`src/rtl/prt_dptx_ctl_seq_pkg.sv`:
```
// Shared types and constants for the DP TX control-register sequencer.
package prt_dptx_ctl_pkg;

    localparam int unsigned CTL_W = 5;

    // Control register bit positions
    localparam int unsigned CTL_LANES   = 0;
    localparam int unsigned CTL_TRN_SEL = 1;
    localparam int unsigned CTL_VID_EN  = 2;
    localparam int unsigned CTL_EFM     = 3;
    localparam int unsigned CTL_SCRM_EN = 4;

    typedef enum logic [1:0] {
        CMD_NOP   = 2'd0,
        CMD_TRAIN = 2'd1,
        CMD_VIDEO = 2'd2,
        CMD_OFF   = 2'd3
    } cmd_e;

    // Write masks: video enable only, link fields (all but VID_EN), everything
    localparam logic [CTL_W-1:0] MSK_VID  = 5'h04;
    localparam logic [CTL_W-1:0] MSK_LINK = 5'h1B;
    localparam logic [CTL_W-1:0] MSK_ALL  = 5'h1F;

    typedef struct packed {
        logic [CTL_W-1:0] mask;
        logic [CTL_W-1:0] ctl;
        logic             last_step;
    } step_t;

    // Mask/control pair for a command step (step 0 = first, 1 = second)
    function automatic step_t step_f(cmd_e cmd, logic step, logic lanes, logic efm);
        step_t            d;
        logic [CTL_W-1:0] link;
        d                = '0;
        link             = '0;
        link[CTL_LANES]  = lanes;
        link[CTL_EFM]    = efm;
        case (cmd)
            CMD_TRAIN: begin
                if (!step) begin
                    d.mask = MSK_VID;
                    d.ctl  = '0;
                end else begin
                    d.mask             = MSK_LINK;
                    d.ctl              = link;
                    d.ctl[CTL_TRN_SEL] = 1'b1;
                    d.last_step        = 1'b1;
                end
            end
            CMD_VIDEO: begin
                if (!step) begin
                    d.mask             = MSK_LINK;
                    d.ctl              = link;
                    d.ctl[CTL_SCRM_EN] = 1'b1;
                end else begin
                    d.mask            = MSK_VID;
                    d.ctl             = '0;
                    d.ctl[CTL_VID_EN] = 1'b1;
                    d.last_step       = 1'b1;
                end
            end
            CMD_OFF: begin
                d.mask      = MSK_ALL;
                d.ctl       = '0;
                d.last_step = 1'b1;
            end
            default: begin
                d.last_step = 1'b1;
            end
        endcase
        return d;
    endfunction

endpackage

```
`src/rtl/prt_dptx_ctl_seq_if.sv`:
```
// Policy command port and TX message bus of the control sequencer.
interface prt_dptx_ctl_seq_if #(
    parameter int unsigned P_MSG_DAT = 16
);
    logic [1:0]           CMD_IN;
    logic                 CMD_VLD_IN;
    logic                 CMD_RDY_OUT;
    logic                 CFG_LANES_IN;
    logic                 CFG_EFM_IN;
    logic                 MSG_SOM_OUT;
    logic                 MSG_EOM_OUT;
    logic [P_MSG_DAT-1:0] MSG_DAT_OUT;
    logic                 MSG_VLD_OUT;
    logic                 MSG_RDY_IN;

    // Sequencer side
    modport master (
        input  CMD_IN, CMD_VLD_IN, CFG_LANES_IN, CFG_EFM_IN, MSG_RDY_IN,
        output CMD_RDY_OUT, MSG_SOM_OUT, MSG_EOM_OUT, MSG_DAT_OUT, MSG_VLD_OUT
    );

    // Policy processor / message consumer side
    modport slave (
        output CMD_IN, CMD_VLD_IN, CFG_LANES_IN, CFG_EFM_IN, MSG_RDY_IN,
        input  CMD_RDY_OUT, MSG_SOM_OUT, MSG_EOM_OUT, MSG_DAT_OUT, MSG_VLD_OUT
    );
endinterface

```
`src/rtl/prt_dptx_ctl_seq.sv`:
```
// Turns TRAIN/VIDEO/OFF link commands into ordered mask+control message writes.
module prt_dptx_ctl_seq
    import prt_dptx_ctl_pkg::*;
#(
    parameter int unsigned P_MSG_IDX = 5,
    parameter int unsigned P_MSG_DAT = 16,
    parameter int unsigned P_MSG_ID  = 0,
    parameter int unsigned P_WAIT    = 64
) (
    input  logic                 RST_IN,
    input  logic                 CLK_IN,
    prt_dptx_ctl_seq_if.master   bus,
    output logic [CTL_W-1:0]     STA_CTL_OUT,
    output logic                 BUSY_OUT
);

    localparam int unsigned          CNT_W     = $clog2(P_WAIT + 1);
    localparam logic [CNT_W-1:0]     WAIT_LOAD = CNT_W'(P_WAIT - 1);
    localparam logic [P_MSG_DAT-1:0] HDR_WORD  = P_MSG_DAT'(8'(P_MSG_ID));

    // Reject parameter sets the datapath cannot represent
    if (P_WAIT < 1 || P_MSG_DAT < 8 || P_MSG_IDX < 1) begin : g_param_chk
        $error("prt_dptx_ctl_seq: illegal parameter set");
    end

    typedef enum logic [2:0] {
        ST_IDLE = 3'd0,
        ST_HDR  = 3'd1,
        ST_MSK  = 3'd2,
        ST_CTL  = 3'd3,
        ST_WAIT = 3'd4
    } state_e;

    state_e               state_q, state_d;
    logic                 step_q, step_d;
    cmd_e                 cmd_q, cmd_d;
    logic                 lanes_q, lanes_d;
    logic                 efm_q, efm_d;
    logic [CNT_W-1:0]     cnt_q, cnt_d;
    logic [CTL_W-1:0]     sta_q, sta_d;
    logic                 vld_q, vld_d;
    logic                 som_q, som_d;
    logic                 eom_q, eom_d;
    logic [P_MSG_DAT-1:0] dat_q, dat_d;
    logic                 rdy_q, rdy_d;
    logic                 busy_q, busy_d;
    logic                 msg_acc;
    step_t                desc;

    assign desc    = step_f(cmd_q, step_q, lanes_q, efm_q);
    assign msg_acc = vld_q & bus.MSG_RDY_IN;

    // State and registered outputs
    always_ff @(posedge CLK_IN or posedge RST_IN) begin
        if (RST_IN) begin
            state_q <= ST_IDLE;
            step_q  <= 1'b0;
            cmd_q   <= CMD_NOP;
            lanes_q <= 1'b0;
            efm_q   <= 1'b0;
            cnt_q   <= '0;
            sta_q   <= '0;
            vld_q   <= 1'b0;
            som_q   <= 1'b0;
            eom_q   <= 1'b0;
            dat_q   <= '0;
            rdy_q   <= 1'b1;
            busy_q  <= 1'b0;
        end else begin
            state_q <= state_d;
            step_q  <= step_d;
            cmd_q   <= cmd_d;
            lanes_q <= lanes_d;
            efm_q   <= efm_d;
            cnt_q   <= cnt_d;
            sta_q   <= sta_d;
            vld_q   <= vld_d;
            som_q   <= som_d;
            eom_q   <= eom_d;
            dat_q   <= dat_d;
            rdy_q   <= rdy_d;
            busy_q  <= busy_d;
        end
    end

    // Next state, wait counter, shadow register and message word selection
    always_comb begin
        state_d = state_q;
        step_d  = step_q;
        cmd_d   = cmd_q;
        lanes_d = lanes_q;
        efm_d   = efm_q;
        cnt_d   = cnt_q;
        sta_d   = sta_q;
        vld_d   = vld_q;
        som_d   = som_q;
        eom_d   = eom_q;
        dat_d   = dat_q;
        rdy_d   = rdy_q;
        busy_d  = busy_q;

        case (state_q)
            ST_IDLE: begin
                if (bus.CMD_VLD_IN && rdy_q && (cmd_e'(bus.CMD_IN) != CMD_NOP)) begin
                    cmd_d   = cmd_e'(bus.CMD_IN);
                    lanes_d = bus.CFG_LANES_IN;
                    efm_d   = bus.CFG_EFM_IN;
                    step_d  = 1'b0;
                    state_d = ST_HDR;
                    vld_d   = 1'b1;
                    som_d   = 1'b1;
                    eom_d   = 1'b0;
                    dat_d   = HDR_WORD;
                    rdy_d   = 1'b0;
                    busy_d  = 1'b1;
                end
            end
            ST_HDR: begin
                if (msg_acc) begin
                    state_d = ST_MSK;
                    som_d   = 1'b0;
                    dat_d   = P_MSG_DAT'(desc.mask);
                end
            end
            ST_MSK: begin
                if (msg_acc) begin
                    state_d = ST_CTL;
                    eom_d   = 1'b1;
                    dat_d   = P_MSG_DAT'(desc.ctl);
                end
            end
            ST_CTL: begin
                if (msg_acc) begin
                    sta_d = (sta_q & ~desc.mask) | (desc.ctl & desc.mask);
                    vld_d = 1'b0;
                    eom_d = 1'b0;
                    dat_d = '0;
                    if (desc.last_step) begin
                        state_d = ST_IDLE;
                        rdy_d   = 1'b1;
                        busy_d  = 1'b0;
                    end else begin
                        state_d = ST_WAIT;
                        step_d  = 1'b1;
                        cnt_d   = WAIT_LOAD;
                    end
                end
            end
            ST_WAIT: begin
                if (cnt_q == '0) begin
                    state_d = ST_HDR;
                    vld_d   = 1'b1;
                    som_d   = 1'b1;
                    dat_d   = HDR_WORD;
                end else begin
                    cnt_d = cnt_q - CNT_W'(1);
                end
            end
            default: begin
                state_d = ST_IDLE;
            end
        endcase
    end

    assign bus.CMD_RDY_OUT = rdy_q;
    assign bus.MSG_VLD_OUT = vld_q;
    assign bus.MSG_SOM_OUT = som_q;
    assign bus.MSG_EOM_OUT = eom_q;
    assign bus.MSG_DAT_OUT = dat_q;
    assign STA_CTL_OUT     = sta_q;
    assign BUSY_OUT        = busy_q;

endmodule

```
`src/flat_wrapper.sv`:
```
// flat-port wrapper written by rule: the top's interface ports become plain ports
module prt_dptx_ctl_seq_flat import prt_dptx_ctl_pkg::*;
#(
    parameter int unsigned P_MSG_IDX = 5,
    parameter int unsigned P_MSG_DAT = 16,
    parameter int unsigned P_MSG_ID  = 0,
    parameter int unsigned P_WAIT    = 64
)
  (RST_IN, CLK_IN, STA_CTL_OUT, BUSY_OUT, bus_CMD_IN, bus_CMD_VLD_IN, bus_CFG_LANES_IN, bus_CFG_EFM_IN, bus_MSG_RDY_IN, bus_CMD_RDY_OUT, bus_MSG_SOM_OUT, bus_MSG_EOM_OUT, bus_MSG_DAT_OUT, bus_MSG_VLD_OUT);
  prt_dptx_ctl_seq_if #(.P_MSG_DAT(P_MSG_DAT)) bus_i ();
  input  logic RST_IN;
  input  logic CLK_IN;
  output logic [CTL_W-1:0] STA_CTL_OUT;
  output logic BUSY_OUT;
  input wire logic [$bits(bus_i.CMD_IN)-1:0] bus_CMD_IN;
  input wire logic [$bits(bus_i.CMD_VLD_IN)-1:0] bus_CMD_VLD_IN;
  input wire logic [$bits(bus_i.CFG_LANES_IN)-1:0] bus_CFG_LANES_IN;
  input wire logic [$bits(bus_i.CFG_EFM_IN)-1:0] bus_CFG_EFM_IN;
  input wire logic [$bits(bus_i.MSG_RDY_IN)-1:0] bus_MSG_RDY_IN;
  output wire logic [$bits(bus_i.CMD_RDY_OUT)-1:0] bus_CMD_RDY_OUT;
  output wire logic [$bits(bus_i.MSG_SOM_OUT)-1:0] bus_MSG_SOM_OUT;
  output wire logic [$bits(bus_i.MSG_EOM_OUT)-1:0] bus_MSG_EOM_OUT;
  output wire logic [$bits(bus_i.MSG_DAT_OUT)-1:0] bus_MSG_DAT_OUT;
  output wire logic [$bits(bus_i.MSG_VLD_OUT)-1:0] bus_MSG_VLD_OUT;
  assign bus_i.CMD_IN = bus_CMD_IN;
  assign bus_i.CMD_VLD_IN = bus_CMD_VLD_IN;
  assign bus_i.CFG_LANES_IN = bus_CFG_LANES_IN;
  assign bus_i.CFG_EFM_IN = bus_CFG_EFM_IN;
  assign bus_i.MSG_RDY_IN = bus_MSG_RDY_IN;
  assign bus_CMD_RDY_OUT = bus_i.CMD_RDY_OUT;
  assign bus_MSG_SOM_OUT = bus_i.MSG_SOM_OUT;
  assign bus_MSG_EOM_OUT = bus_i.MSG_EOM_OUT;
  assign bus_MSG_DAT_OUT = bus_i.MSG_DAT_OUT;
  assign bus_MSG_VLD_OUT = bus_i.MSG_VLD_OUT;
  prt_dptx_ctl_seq #(.P_MSG_IDX(P_MSG_IDX), .P_MSG_DAT(P_MSG_DAT), .P_MSG_ID(P_MSG_ID), .P_WAIT(P_WAIT)) u_core (.RST_IN(RST_IN), .CLK_IN(CLK_IN), .bus(bus_i), .STA_CTL_OUT(STA_CTL_OUT), .BUSY_OUT(BUSY_OUT));
endmodule
```
`config.mk`:
```
export PLATFORM = sky130hd
export DESIGN_NAME = prt_dptx_ctl_seq_flat
export DESIGN_NICKNAME = d
export VERILOG_FILES = /design/src/rtl/prt_dptx_ctl_seq_pkg.sv /design/src/rtl/prt_dptx_ctl_seq_if.sv /design/src/rtl/prt_dptx_ctl_seq.sv /design/src/flat_wrapper.sv
export SDC_FILE = /design/constraint.sdc
export NUM_CORES = 1
export LEC_CHECK = 0
export CAP_MARGIN = 20
export CORE_MARGIN = 1.5
export CORE_UTILIZATION = 55
export DETAILED_ROUTE_END_ITERATION = 6
export GPL_TIMING_DRIVEN = 0
export PLACE_DENSITY_LB_ADDON = 0.08
export SETUP_SLACK_MARGIN = 0.02
export SYNTH_ARGS = -nofsm -noshare
export SYNTH_HDL_FRONTEND = slang
export SYNTH_SLANG_ARGS = --single-unit
```
`constraint.sdc`:
```
create_clock -name CLK_IN -period 5.2 [get_ports CLK_IN]
set_clock_uncertainty 0.2 [all_clocks]
set_input_delay 0.78 -clock CLK_IN [delete_from_list [all_inputs] [get_ports CLK_IN]]
set_output_delay 0.78 -clock CLK_IN [all_outputs]
set_load 0.005 [all_outputs]
```
==> impl_metrics.env <==
export IMPL_status="finished clean"
export IMPL_io_pin_count=34
export IMPL_cts_buffer_depth=2
export IMPL_fmax_mhz=406
export IMPL_cts_sinks=30
export IMPL_routabilityCongestion=0.813
export IMPL_worstMarginPinSlew_ns=0.676
export IMPL_switching_share=0.221
export IMPL_die_area_mm2=0.00350
export IMPL_drt_first_pass_iters=4
export IMPL_clock_latency_ns=0.33
export IMPL_final_cells=256
export IMPL_routed_wl_um=3610
export IMPL_p_sw_uw=88.1
export IMPL_mostFrequentLayoutCells="dfrtp_1, clkdlybuf4s50_1, inv_1, mux2_2, buf_4"
export IMPL_p_seq_frac=0.584
export IMPL_finalHoldViolCount=0
export IMPL_r2r_end="u_core.cnt_q[0]$_DFFE_PP0P_"
export IMPL_reg2reg_depth=6
export IMPL_area_delta_synth_final_pct=23.1
export IMPL_cts_hold_fix_buffers=0
export IMPL_synth_ff_type="dfrtp_1"
export IMPL_p_leak_uw=0.000985
export IMPL_die_w_um=59.2
export IMPL_max_slew_margin=0.549
export IMPL_fp_dieH_um=59.2
export IMPL_fin_nets=224
export IMPL_layout_drive_gt1_share=0.212
export IMPL_grt_max_degree=17
export IMPL_critPathArrivalTime_ns=2.48
export IMPL_clk_pin_slew_ns=0.09
export IMPL_rows=20
export IMPL_finalSetupTns_ns=0
export IMPL_antenna_found_initial=0
export IMPL_numCtsBuffers=5
export IMPL_detail_route_antenna_nets=0
export IMPL_cp_startpoint="bus_CMD_IN[0]"
export IMPL_cts_setup_buffers=0
export IMPL_dp_cells=248
export IMPL_cts_resized=0
export IMPL_combPwrFrac=0.057
export IMPL_diodes=0
export IMPL_fin_crit_ns=2.46
export IMPL_track_usage=0.235
export IMPL_initial_utilization=0.573
export IMPL_place_port_buffers=22
export IMPL_required_ns=5.22
export IMPL_synth_area_per_cell_um2=10.1
export IMPL_vias_per_cell=5.48
export IMPL_finalPower_uw=399
export IMPL_grt_pass1_wl_um=6040
export IMPL_synth_seq_area_share=0.434
export IMPL_cts_tree="yes"
export IMPL_synth_area_mm2=0.00173
export IMPL_drc=0
export IMPL_synth_edf_count=0
export IMPL_rsz0062_at_grt="false"
export IMPL_hold_slack_ns=0.313
export IMPL_yosysUniqueCellTypes=46
export IMPL_clkPwrFrac=0.359
export IMPL_dp_hpwl_um=2730
export IMPL_syn_inst=171
export IMPL_yosys_warnings=0
export IMPL_vdd_ir_drop_max_v=0.000158
export IMPL_dp_slack_ns=2.40
export IMPL_slew_violations=0
export IMPL_cp_end_kind="flip-flop"
export IMPL_max_cap_violations=0
export IMPL_reg2reg_slack_ns=3.02
export IMPL_core_area_mm2=0.00303
export IMPL_crit_path_end="u_core.bus.MSG_DAT_OUT[0]$_DFFE_PP0P_"
export IMPL_ys_seq_elements=30
export IMPL_htreeDepth=2
export IMPL_fin_ws_ns=2.74
export IMPL_worstSetupStartpointType="input port"
export IMPL_p_int_uw=311
export IMPL_vias=1404
export IMPL_layout_commonest_cell="dfrtp_1"
export IMPL_powerDensity_mw_per_mm2=187
export IMPL_dr_first_iter_drc_count=46
export IMPL_worst_r2r_startpoint="u_core.cmd_q[0]$_DFFE_PP0P_"
export IMPL_crit_type="in -> reg"
export IMPL_min_path_type="reg -> reg"
export IMPL_min_period_over_period=0.473
export IMPL_wl_per_cell_um=14.1
export IMPL_setup_viol=0
export IMPL_async_flop_share=1.00
export IMPL_grt_overflow=0
export IMPL_n_fill_cell=266
export IMPL_root_buffer="clkbuf_4"
export IMPL_grt_pass1_vias=1316
export IMPL_path_max_fanout=5
-- area by class of cell --
| class | count | area [um2] | share of cell area |
|---|---|---|---|
| plain buffers | 16 | 109 | 0.0510 |
| clock buffers | 7 | 55.1 | 0.0258 |
| clock inverters | 1 | 5.00 | 0.00234 |
| inverters | 13 | 48.8 | 0.0229 |
| multi-input cells | 122 | 862 | 0.404 |
| flip-flops and latches | 30 | 752 | 0.352 |
| well taps | 44 | 55.1 | 0.0258 |
| repair buffers | 23 | 248 | 0.116 |
-- kinds of logic (layout without fill, tap and decap cells) --
logic type / after synthesis / in the layout / share of synthesized area
and+or+nand+nor: 50 / 50 / 0.165
AOI/OAI and AO/OA: 39 / 39 / 0.165
DFF: 30 / 30 / 0.434
buffers and inverters: 29 / 60 / 0.0909
muxes: 16 / 16 / 0.102
adders and majority gates: 5 / 5 / 0.0361
other: 1 / 11 / 0.00216
xor gates and xnor gates: 1 / 1 / 0.00505
-- Yosys cell counts (all sizes together), types with 2 or more instances --
cell type,number,area share
a41o,2,0.012
o21ai,11,0.034
dfrtp,29,0.42
nand2,10,0.022
a22o,2,0.010
nand3,8,0.026
nand3b,2,0.0087
buf,15,0.061
o31ai,3,0.013
nor2,9,0.019
nor3,2,0.0058
inv,13,0.028
or3b,2,0.010
nor2b,3,0.011
and3,2,0.0072
nand2b,3,0.011
nor3b,2,0.0087
o211a,2,0.012
nor4,2,0.011
mux2,13,0.084
ha,5,0.036
mux2i,3,0.017
a2bb2oi,4,0.020
a21oi,7,0.027
o21a,2,0.0087
-- stage by stage --
| step | instance area [um2] | util |
|---|---|---|
| after floorplan | 1770 | - |
| after global placement | 2050 | 0.676 |
| after detailed placement | 2070 | 0.685 |
| after CTS | 2130 | 0.705 |
| after global routing | 2130 | 0.705 |
| final | 2130 | 0.705 |
-- worst min-delay path by stage --
stage / from / endpoint / slack, ns / depth (start not counted)
after floorplan: u_core.efm_q$_DFFE_PP0P_ / u_core.efm_q$_DFFE_PP0P_ / 0.30 / 1
after global placement: u_core.bus.MSG_DAT_OUT[0]$_DFFE_PP0P_ / u_core.bus.MSG_DAT_OUT[0]$_DFFE_PP0P_ / 0.29 / 1
after detailed placement: u_core.bus.MSG_DAT_OUT[4]$_DFFE_PP0P_ / u_core.bus.MSG_DAT_OUT[4]$_DFFE_PP0P_ / 0.31 / 1
after CTS: u_core.bus.MSG_DAT_OUT[1]$_DFFE_PP0P_ / u_core.bus.MSG_DAT_OUT[1]$_DFFE_PP0P_ / 0.32 / 1
after global routing: flip-flop / flip-flop / 0.34 / 1
final: u_core.bus.MSG_DAT_OUT[1]$_DFFE_PP0P_ / u_core.bus.MSG_DAT_OUT[1]$_DFFE_PP0P_ / 0.31 / 1
-- critical path, cell delays in order --
cell and delay, ns:
clkdlybuf4s50_1 0.49, o211ai_1 0.19, mux2_2 0.33, o21ai_2 0.30, mux2_2 0.38
-- metal layers --
layer / wire length, um / up-vias / global-route usage
met1: 1590 / 672 / 0.280
met5: 0 / - / 0
met2: 1770 / 55 / 0.400
li1: - / 665 / -
met3: 172 / 12 / 0.0524
met4: 82 / 0 / 0.110
-- power by group through the flow --
stage               clock, uW  combinational, uW  sequential [uW]
floorplan                   0               12.4              238
global placement            0               19.3              238
detailed placement          0               22.5              238
CTS                       150               22.7              233
global route              156               25.5              233
finish                    143               22.6              233
(Power assumes the default switching activity.)
